File: config.mk
export PLATFORM = sky130hd
export DESIGN_NAME = clk_div_ctrl
export DESIGN_NICKNAME = d
export VERILOG_FILES = /design/src/rtl/clk_div_ctrl.sv
export SDC_FILE = /design/constraint.sdc
export NUM_CORES = 1
export LEC_CHECK = 0
export CELL_PAD_IN_SITES_DETAIL_PLACEMENT = 1
export CELL_PAD_IN_SITES_GLOBAL_PLACEMENT = 1
export CORE_MARGIN = 2
export CORE_UTILIZATION = 45
export CTS_CLUSTER_SIZE = 20
export DETAILED_ROUTE_END_ITERATION = 7
export PLACE_DENSITY_LB_ADDON = 0.15
export SLEW_MARGIN = 10
export SYNTH_ARGS = -nofsm -noshare
export SYNTH_HDL_FRONTEND = slang
export SYNTH_SLANG_ARGS = --single-unit
File: constraint.sdc
create_clock -name clk_in -period 4.75 [get_ports clk_in]
set_input_delay 1.425 -clock clk_in [delete_from_list [all_inputs] [get_ports clk_in]]
set_output_delay 1.425 -clock clk_in [all_outputs]
set_load 0.01 [all_outputs]
File: src/rtl/clk_div_ctrl.sv
// clk_div_ctrl: runtime-programmable clock divider, ratio N or N+0.5.
// Ratio updates are handshaked in and only take effect at a sequence
// boundary, so clk_out never shows runt pulses.
// Optional feature macro: CLK_DIV_CTRL_HALF_EN enables the half-integer
// ratios (period-B negedge flops). Without it, half requests are rejected.

module clk_div_ctrl #(
   parameter int CNT_W    = 5,
   parameter int DEF_N    = 4,
   parameter int DEF_HALF = 1
) (
   input  logic             clk_in,
   input  logic             rst,
   input  logic             en,
   input  logic [CNT_W-1:0] cfg_n,
   input  logic             cfg_half,
   input  logic             cfg_valid,
   output logic             cfg_ready,
   output logic             cfg_err,
   output logic             ratio_upd,
   output logic             busy,
   output logic             clk_out
);

   // Sequence counter must hold up to 2N for half mode.
   localparam int CW = CNT_W + 1;

`ifdef CLK_DIV_CTRL_HALF_EN
   localparam logic HALF_EN = 1'b1;
`else
   localparam logic HALF_EN = 1'b0;
`endif

   localparam logic [CNT_W-1:0] RST_N    = CNT_W'(DEF_N);
   localparam logic             RST_HALF = HALF_EN && (DEF_HALF != 0);

   typedef enum logic [1:0] {
      IDLE = 2'd0,
      RUN  = 2'd1,
      PEND = 2'd2,
      STOP = 2'd3
   } state_t;

   state_t           state_q, state_d;
   logic [CW-1:0]    cnt_q, cnt_d;
   logic [CNT_W-1:0] act_n_q, act_n_d;
   logic             act_half_q, act_half_d;
   logic [CNT_W-1:0] shd_n_q, shd_n_d;
   logic             shd_half_q, shd_half_d;
   logic             shd_vld_q, shd_vld_d;
   logic             pos_q, pos_d;
   logic             ext_q, ext_d;
   logic             cfg_err_q, cfg_err_d;
   logic             ratio_upd_q, ratio_upd_d;

   logic accept;
   logic legal;
   logic take;
   logic boundary;

   // Last count value of a sequence: N-1 for integer ratios, 2N for half.
   function automatic logic [CW-1:0] seq_last(input logic [CNT_W-1:0] n,
                                               input logic half);
      logic [CW-1:0] n_ext;
      n_ext = {1'b0, n};
      if (half) seq_last = {n, 1'b0};
      else      seq_last = n_ext - CW'(1);
   endfunction

   // Posedge-domain high length: floor(N/2), or floor((N+1)/2) per half period.
   function automatic logic [CW-1:0] high_len(input logic [CNT_W-1:0] n,
                                               input logic half);
      logic [CW-1:0] n_ext;
      n_ext = {1'b0, n};
      if (half) high_len = (n_ext + CW'(1)) >> 1;
      else      high_len = n_ext >> 1;
   endfunction

   assign cfg_ready = (state_q == IDLE) || (state_q == RUN);
   assign busy      = (state_q != IDLE);
   assign cfg_err   = cfg_err_q;
   assign ratio_upd = ratio_upd_q;

   assign accept   = cfg_valid && cfg_ready;
   assign legal    = (cfg_n >= CNT_W'(2)) && (HALF_EN || !cfg_half);
   assign take     = accept && legal;
   assign boundary = (cnt_q == seq_last(act_n_q, act_half_q));

   // Next-state logic: FSM transitions, ratio/shadow bookkeeping, counter
   // and the posedge half of the output waveform (period A / integer high).
   always_comb begin
      state_d     = state_q;
      cnt_d       = cnt_q;
      act_n_d     = act_n_q;
      act_half_d  = act_half_q;
      shd_n_d     = shd_n_q;
      shd_half_d  = shd_half_q;
      shd_vld_d   = shd_vld_q;
      cfg_err_d   = accept && !legal;
      ratio_upd_d = 1'b0;
      pos_d       = 1'b0;

      case (state_q)
         IDLE: begin
            if (take) begin
               act_n_d     = cfg_n;
               act_half_d  = cfg_half;
               ratio_upd_d = 1'b1;
            end
            if (en) begin
               // Park on the boundary so the next posedge wraps to cnt=0.
               state_d = RUN;
               cnt_d   = seq_last(act_n_d, act_half_d);
            end else begin
               cnt_d = '0;
            end
         end
         RUN: begin
            if (!en) begin
               if (boundary) begin
                  state_d = IDLE;
                  if (take) begin
                     act_n_d     = cfg_n;
                     act_half_d  = cfg_half;
                     ratio_upd_d = 1'b1;
                  end
               end else begin
                  state_d = STOP;
                  if (take) begin
                     shd_n_d    = cfg_n;
                     shd_half_d = cfg_half;
                     shd_vld_d  = 1'b1;
                  end
               end
            end else if (take) begin
               state_d    = PEND;
               shd_n_d    = cfg_n;
               shd_half_d = cfg_half;
               shd_vld_d  = 1'b1;
            end
         end
         PEND, STOP: begin
            if (boundary) begin
               state_d = en ? RUN : IDLE;
               if (shd_vld_q) begin
                  act_n_d     = shd_n_q;
                  act_half_d  = shd_half_q;
                  shd_vld_d   = 1'b0;
                  ratio_upd_d = 1'b1;
               end
            end else if (en) begin
               state_d = shd_vld_q ? PEND : RUN;
            end else begin
               state_d = STOP;
            end
         end
         default: state_d = IDLE;
      endcase

      if (state_q != IDLE) begin
         if ((state_d == IDLE) || boundary) cnt_d = '0;
         else                              cnt_d = cnt_q + CW'(1);
      end

      pos_d = (state_d != IDLE) && (cnt_d < high_len(act_n_d, act_half_d));
   end

   // Posedge state register with asynchronous reset to the default ratio.
   always_ff @(posedge clk_in or posedge rst) begin
      if (rst) begin
         state_q     <= IDLE;
         cnt_q       <= '0;
         act_n_q     <= RST_N;
         act_half_q  <= RST_HALF;
         shd_n_q     <= '0;
         shd_half_q  <= 1'b0;
         shd_vld_q   <= 1'b0;
         pos_q       <= 1'b0;
         cfg_err_q   <= 1'b0;
         ratio_upd_q <= 1'b0;
      end else begin
         state_q     <= state_d;
         cnt_q       <= cnt_d;
         act_n_q     <= act_n_d;
         act_half_q  <= act_half_d;
         shd_n_q     <= shd_n_d;
         shd_half_q  <= shd_half_d;
         shd_vld_q   <= shd_vld_d;
         pos_q       <= pos_d;
         cfg_err_q   <= cfg_err_d;
         ratio_upd_q <= ratio_upd_d;
      end
   end

   // Odd integer N: delay the posedge high by half a cycle for 50% duty.
   always_comb begin
      ext_d = pos_q && act_n_q[0] && !act_half_q;
   end

   // Negedge flop for the odd-N duty extension.
   always_ff @(negedge clk_in or posedge rst) begin
      if (rst) ext_q <= 1'b0;
      else     ext_q <= ext_d;
   end

`ifdef CLK_DIV_CTRL_HALF_EN
   logic perb_q, perb_d;

   // Period B of a half ratio: high on negedges inside cnt N .. N+H-1.
   always_comb begin
      perb_d = (state_q != IDLE) && act_half_q &&
               (cnt_q >= {1'b0, act_n_q}) &&
               (cnt_q < ({1'b0, act_n_q} + high_len(act_n_q, 1'b1)));
   end

   // Negedge flop realising period B, starting at time N+0.5.
   always_ff @(negedge clk_in or posedge rst) begin
      if (rst) perb_q <= 1'b0;
      else     perb_q <= perb_d;
   end

   assign clk_out = pos_q | ext_q | perb_q;
`else
   assign clk_out = pos_q | ext_q;
`endif

endmodule

* Yosys cells after proc, flatten, opt, wreduce, memory -nomap -nowiden
Cells that the tools add are included.
Word-level totals: bits in registers 25, word-level logic and storage cells 92, output and inout port bits 5, input bits 10
Cells by class: $lt $le $gt $ge 2, eq/ne operators 7, multiplexer cells 47, bitwise operators 1, reduce and logical (&&, ||, !) cells 20, add/sub/neg operators 4
Operator list (number):
- $mux 5 | 10
- $mux 6 | 6
- $mux 1 | 19
- $pmux 5 s3 | 1
- $mux 2 | 7
- $sub 5x1->6 const B | 2
- $logic_and 1x1->1 | 7
- $add 5x1->6 const B | 1
- $add 6x1->6 const B | 1
- $eq 6x6->1 | 1
- $lt 6x6->1 | 1
- $pmux 1 s3 | 2
- $pmux 2 s3 | 1
- $reduce_bool 2->1 | 3
- $ge 5x2->1 const B | 1
- $eq 2x2->1 const B | 2
- $logic_not 2->1 | 2
- $ne 2x2->1 const B | 2
- $logic_not 1->1 | 3
- $ne 3x3->1 const B | 1
- $reduce_and 3->1 | 1
- $eq 2x1->1 const B | 1
- $logic_or 1x1->1 | 2
- $pmux 1 s2 | 1
- 3 further kinds | 3

* Longest topological paths before layout
depth after elaboration 13, depth in mapped cells 20, gate-level depth less buffers 18

==> key figures <==
Finish
  – Area Growth Syn to Fin: 19.8%
  – Fill count: 442
  – Share of cells above drive strength 1: 22.3%
  – Finished Layout Cells: 268
  – Area taken by flip-flops and latches: 627 sq um
  – # diodes: 0
  – Footprint of the multi-input gates: 1060 sq um
  – Final nets: 239
  – Util after Layout: 57.3%

Min path
  – Hold Crit Depth: 1
  – HP Class: reg2reg
  – HP Start: shd_half_q
  – Worst Hold End: shd_half_q

STA
  – PnR worst setup slack: -6.83 ps
  – Hold Vio Cnt, Final: 0
  – Worst rel slew slack: 65.0%
  – RSZ-0062 raised after global routing: yes
  – Final Max Slew Viols: 0
  – Final setup vio count: 1
  – Clock Skews: 8.50 ps
  – Least-Margin Pin Slew: 519 ps

Status
  – Failing checks: setup timing
  – Status: complete, but fails checks

Die
  – Die width: 67.1 microns
  – Rows: 22
  – Die ar.: 4500 sq um
  – Area of the core: 3740 sq um
  – Chip height: 67.1 microns
  – Starting Density: 47.8%
  – IO Count: 15

Clock tree
  – Cts hold-fix bufs: 0
  – CTS Buffer Depth: 2
  – CTS tree: done
  – Worst-skew pair later-pin latency: 280 ps
  – Clk slew on worst S/H paths: 90 ps
  – Clock Sinks: 25
  – Post-CTS setup buffer count: 0
  – Root Buffer: clkbuf_8
  – CTS buffer count: 3
  – Htree depth: 1

Yosys
  – Syn_nets: 207
  – Syn avg cell area: 9.47 sq um
  – Asr flop ratio synth: 100%
  – Post-Syn Area: 1790 sq um
  – Number of library cell types mapped by synthesis: 54
  – Synth top area cells: dfrtp_1 (32%), ha_1 (5.6%), xnor2_1 (4.4%)
  – Post-synth EDFFs: 0
  – Primary FF master, synth: dfrtp_1
  – Synth Warn #: 0
  – Sequential element share of the synthesized area: 35.0%
  – Leading area contributor after synthesis: dfrtp_1
  – Mapped Cells: 189
  – Post-synth top area share: 32.1%
  – Top-count cell post-synth: dfrtp_1
  – FF+latch count, synth: 25
  – Synth cell count leaders: dfrtp_1 (23), o21ai_0 (13), inv_1 (11), nand2_1 (11), nor2_1 (11)

Critical path
  – Crit start category: flop
  – Crit path max fanout: 1
  – FF-to-FF setup slack: 290 ps
  – Worst path required time: 3320 ps
  – Crit path arrival time: 3330 ps
  – Worst path slowest cell: dfrtn_1
  – CP delay by family, top: flip-flops
  – CP Buf/Inv Count: 1
  – Crit Path Category: reg2out
  – Reg-to-reg endpoint: pos_q
  – R2R cell count: 18
  – Worst r2r src: act_n_q[1]
  – Slowest stage delay, CP: 330 ps
  – Worst setup EP type: primary output
  – Cell chain of the critical path: or2_4 -> buf_6

Detailed routing
  – DR WL/cell: 18.9 microns
  – DRC errors left: 0
  – Initial DRT Pass Iterations: 4
  – Antenna-violating nets left: 0
  – Via density per instance: 5.92
  – Total number of vias: 1586
  – Final WL: 5070 microns
  – Initial detailed-routing violation count: 40

Pwr
  – Overall power: 1450 uW
  – PwrDens: 675 nW/um^2
  – Psw: 644 uW
  – Switch share: 44.5%
  – Flop pwr share: 27.9%
  – P_int: 803 uW
  – Leakage power: 0.000945 uW
  – Combinational share of power: 62.8%
  – Power share of the clock group: 9.3%
  – Worst IR Drop VDD: 0.000268 V

Placement
  – Gpl congestion: 0.919
  – # port buffers: 14
  – Detailed Place HPWL: 4010 microns
  – Placed insts: 264

Global route
  – Number of global-route vias before repair: 1725
  – Largest net degree at the start of global routing: 25
  – Grt ovf: 0
  – Antenna violations before repair: 0
  – First-pass GRT wire length: 8270 microns
  – All-Layer GR Usage: 25.1%

Run
  – Max-cap violation count: 0
logic make-up (layout without fill, tap and decap cells):
family | after synthesis | count (layout) | share of synthesized area [%]
and+or+nand+nor | 67 | 67 | 21.2
AOI/OAI and AO/OA | 42 | 42 | 17.4
DFF | 25 | 25 | 35.0
buffers and inverters | 20 | 51 | 5.66
xor gates and xnor gates | 15 | 15 | 7.76
muxes | 12 | 12 | 7.34
adders and majority gates | 8 | 8 | 5.59
power by group through the flow:
stage	sequential (uW)	clock (uW)	combinational [uW]
floorplan	368	0	640
finish	404	134	909
detailed placement	406	0	895
global route	418	146	998
global placement	404	0	847
CTS	403	135	913
what timing repair did:
item                       4_1_cts  5_1_grt
setup endpoints to repair        1        1
resized for setup                6        0
hold endpoints to repair         0        0
worst max path at each step:
| stage | startpoint | cells past startpoint | endpoint | slack (ps) |
|---|---|---|---|---|
| 4_1_cts | ext_q | 2 | clk_out | -9 |
| 3_3_place_gp | ext_q | 2 | clk_out | -90 |
| 2_1_floorplan | ext_q | 1 | clk_out | 360 |
| 6_report | ext_q | 2 | clk_out | -7 |
| 3_5_place_dp | ext_q | 2 | clk_out | -90 |
| 5_1_grt | ext_q | 2 | clk_out | -30 |
flip-flops by register name (all words and copies together), names as in the netlist:
register and cells:
act_half_q 1, act_n_q 5, cfg_err 1, cnt_q 6, ext_q 1, pos_q 1
ratio_upd 1, shd_half_q 1, shd_n_q 5, shd_vld_q 1, state_q 2
per-stage QoR:
step | hold slack, ps | TNS, ps | setup slack [ps] | area, sq um
2_1_floorplan | 454 | 0 | 360 | 1790
3_3_place_gp | 474 | -85.8 | -85.8 | 2100
3_5_place_dp | 484 | -180 | -92.2 | 2100
4_1_cts | 509 | -9.31 | -9.31 | 2140
5_1_grt | 517 | -28.7 | -28.7 | 2140
6_report | 503 | -6.83 | -6.83 | 2140
cell type report:
class	instances	share of cell area [%]
flip-flops and latches	25	29.2
clock buffers	4	2.10
multi-input cells	144	49.6
repair buffers	36	14.3
inverters	11	1.93
well taps	48	2.80
layout by cell type (no fill, tap or decap), drive strengths merged, types with 2 or more instances in the layout:
cell	synthesis	layout
o221a	4	4
ha	8	8
o22ai	3	3
a21o	2	2
and3	2	2
nand2	11	11
nor3	9	9
inv	11	11
nand3	8	8
nor2	11	11
buf	5	23
clkbuf	4	4
xnor2	10	10
a21oi	6	6
dfrtp	23	23
mux2i	6	6
and2	3	3
mux2	6	6
a22oi	3	3
nand4	3	3
clkdlybuf4s50	0	13
o21ai	14	14
nor2b	2	2
or2	4	4
or3	6	6
xor2	5	5
routing by layer:
layer | part of all wire, % | routed length, microns | global-route usage (%) | vias to the layer above
li1 | - | - | - | 751
met1 | 42 | 2120 | 29.4 | 790
met2 | 53 | 2710 | 46.7 | 38
met3 | 3.4 | 170 | 3.55 | 7
met4 | 1.4 | 70 | 7.65 | 0
met5 | 0 | 0 | 0 | -
Note: power is estimated with default switching activity, not from simulation.
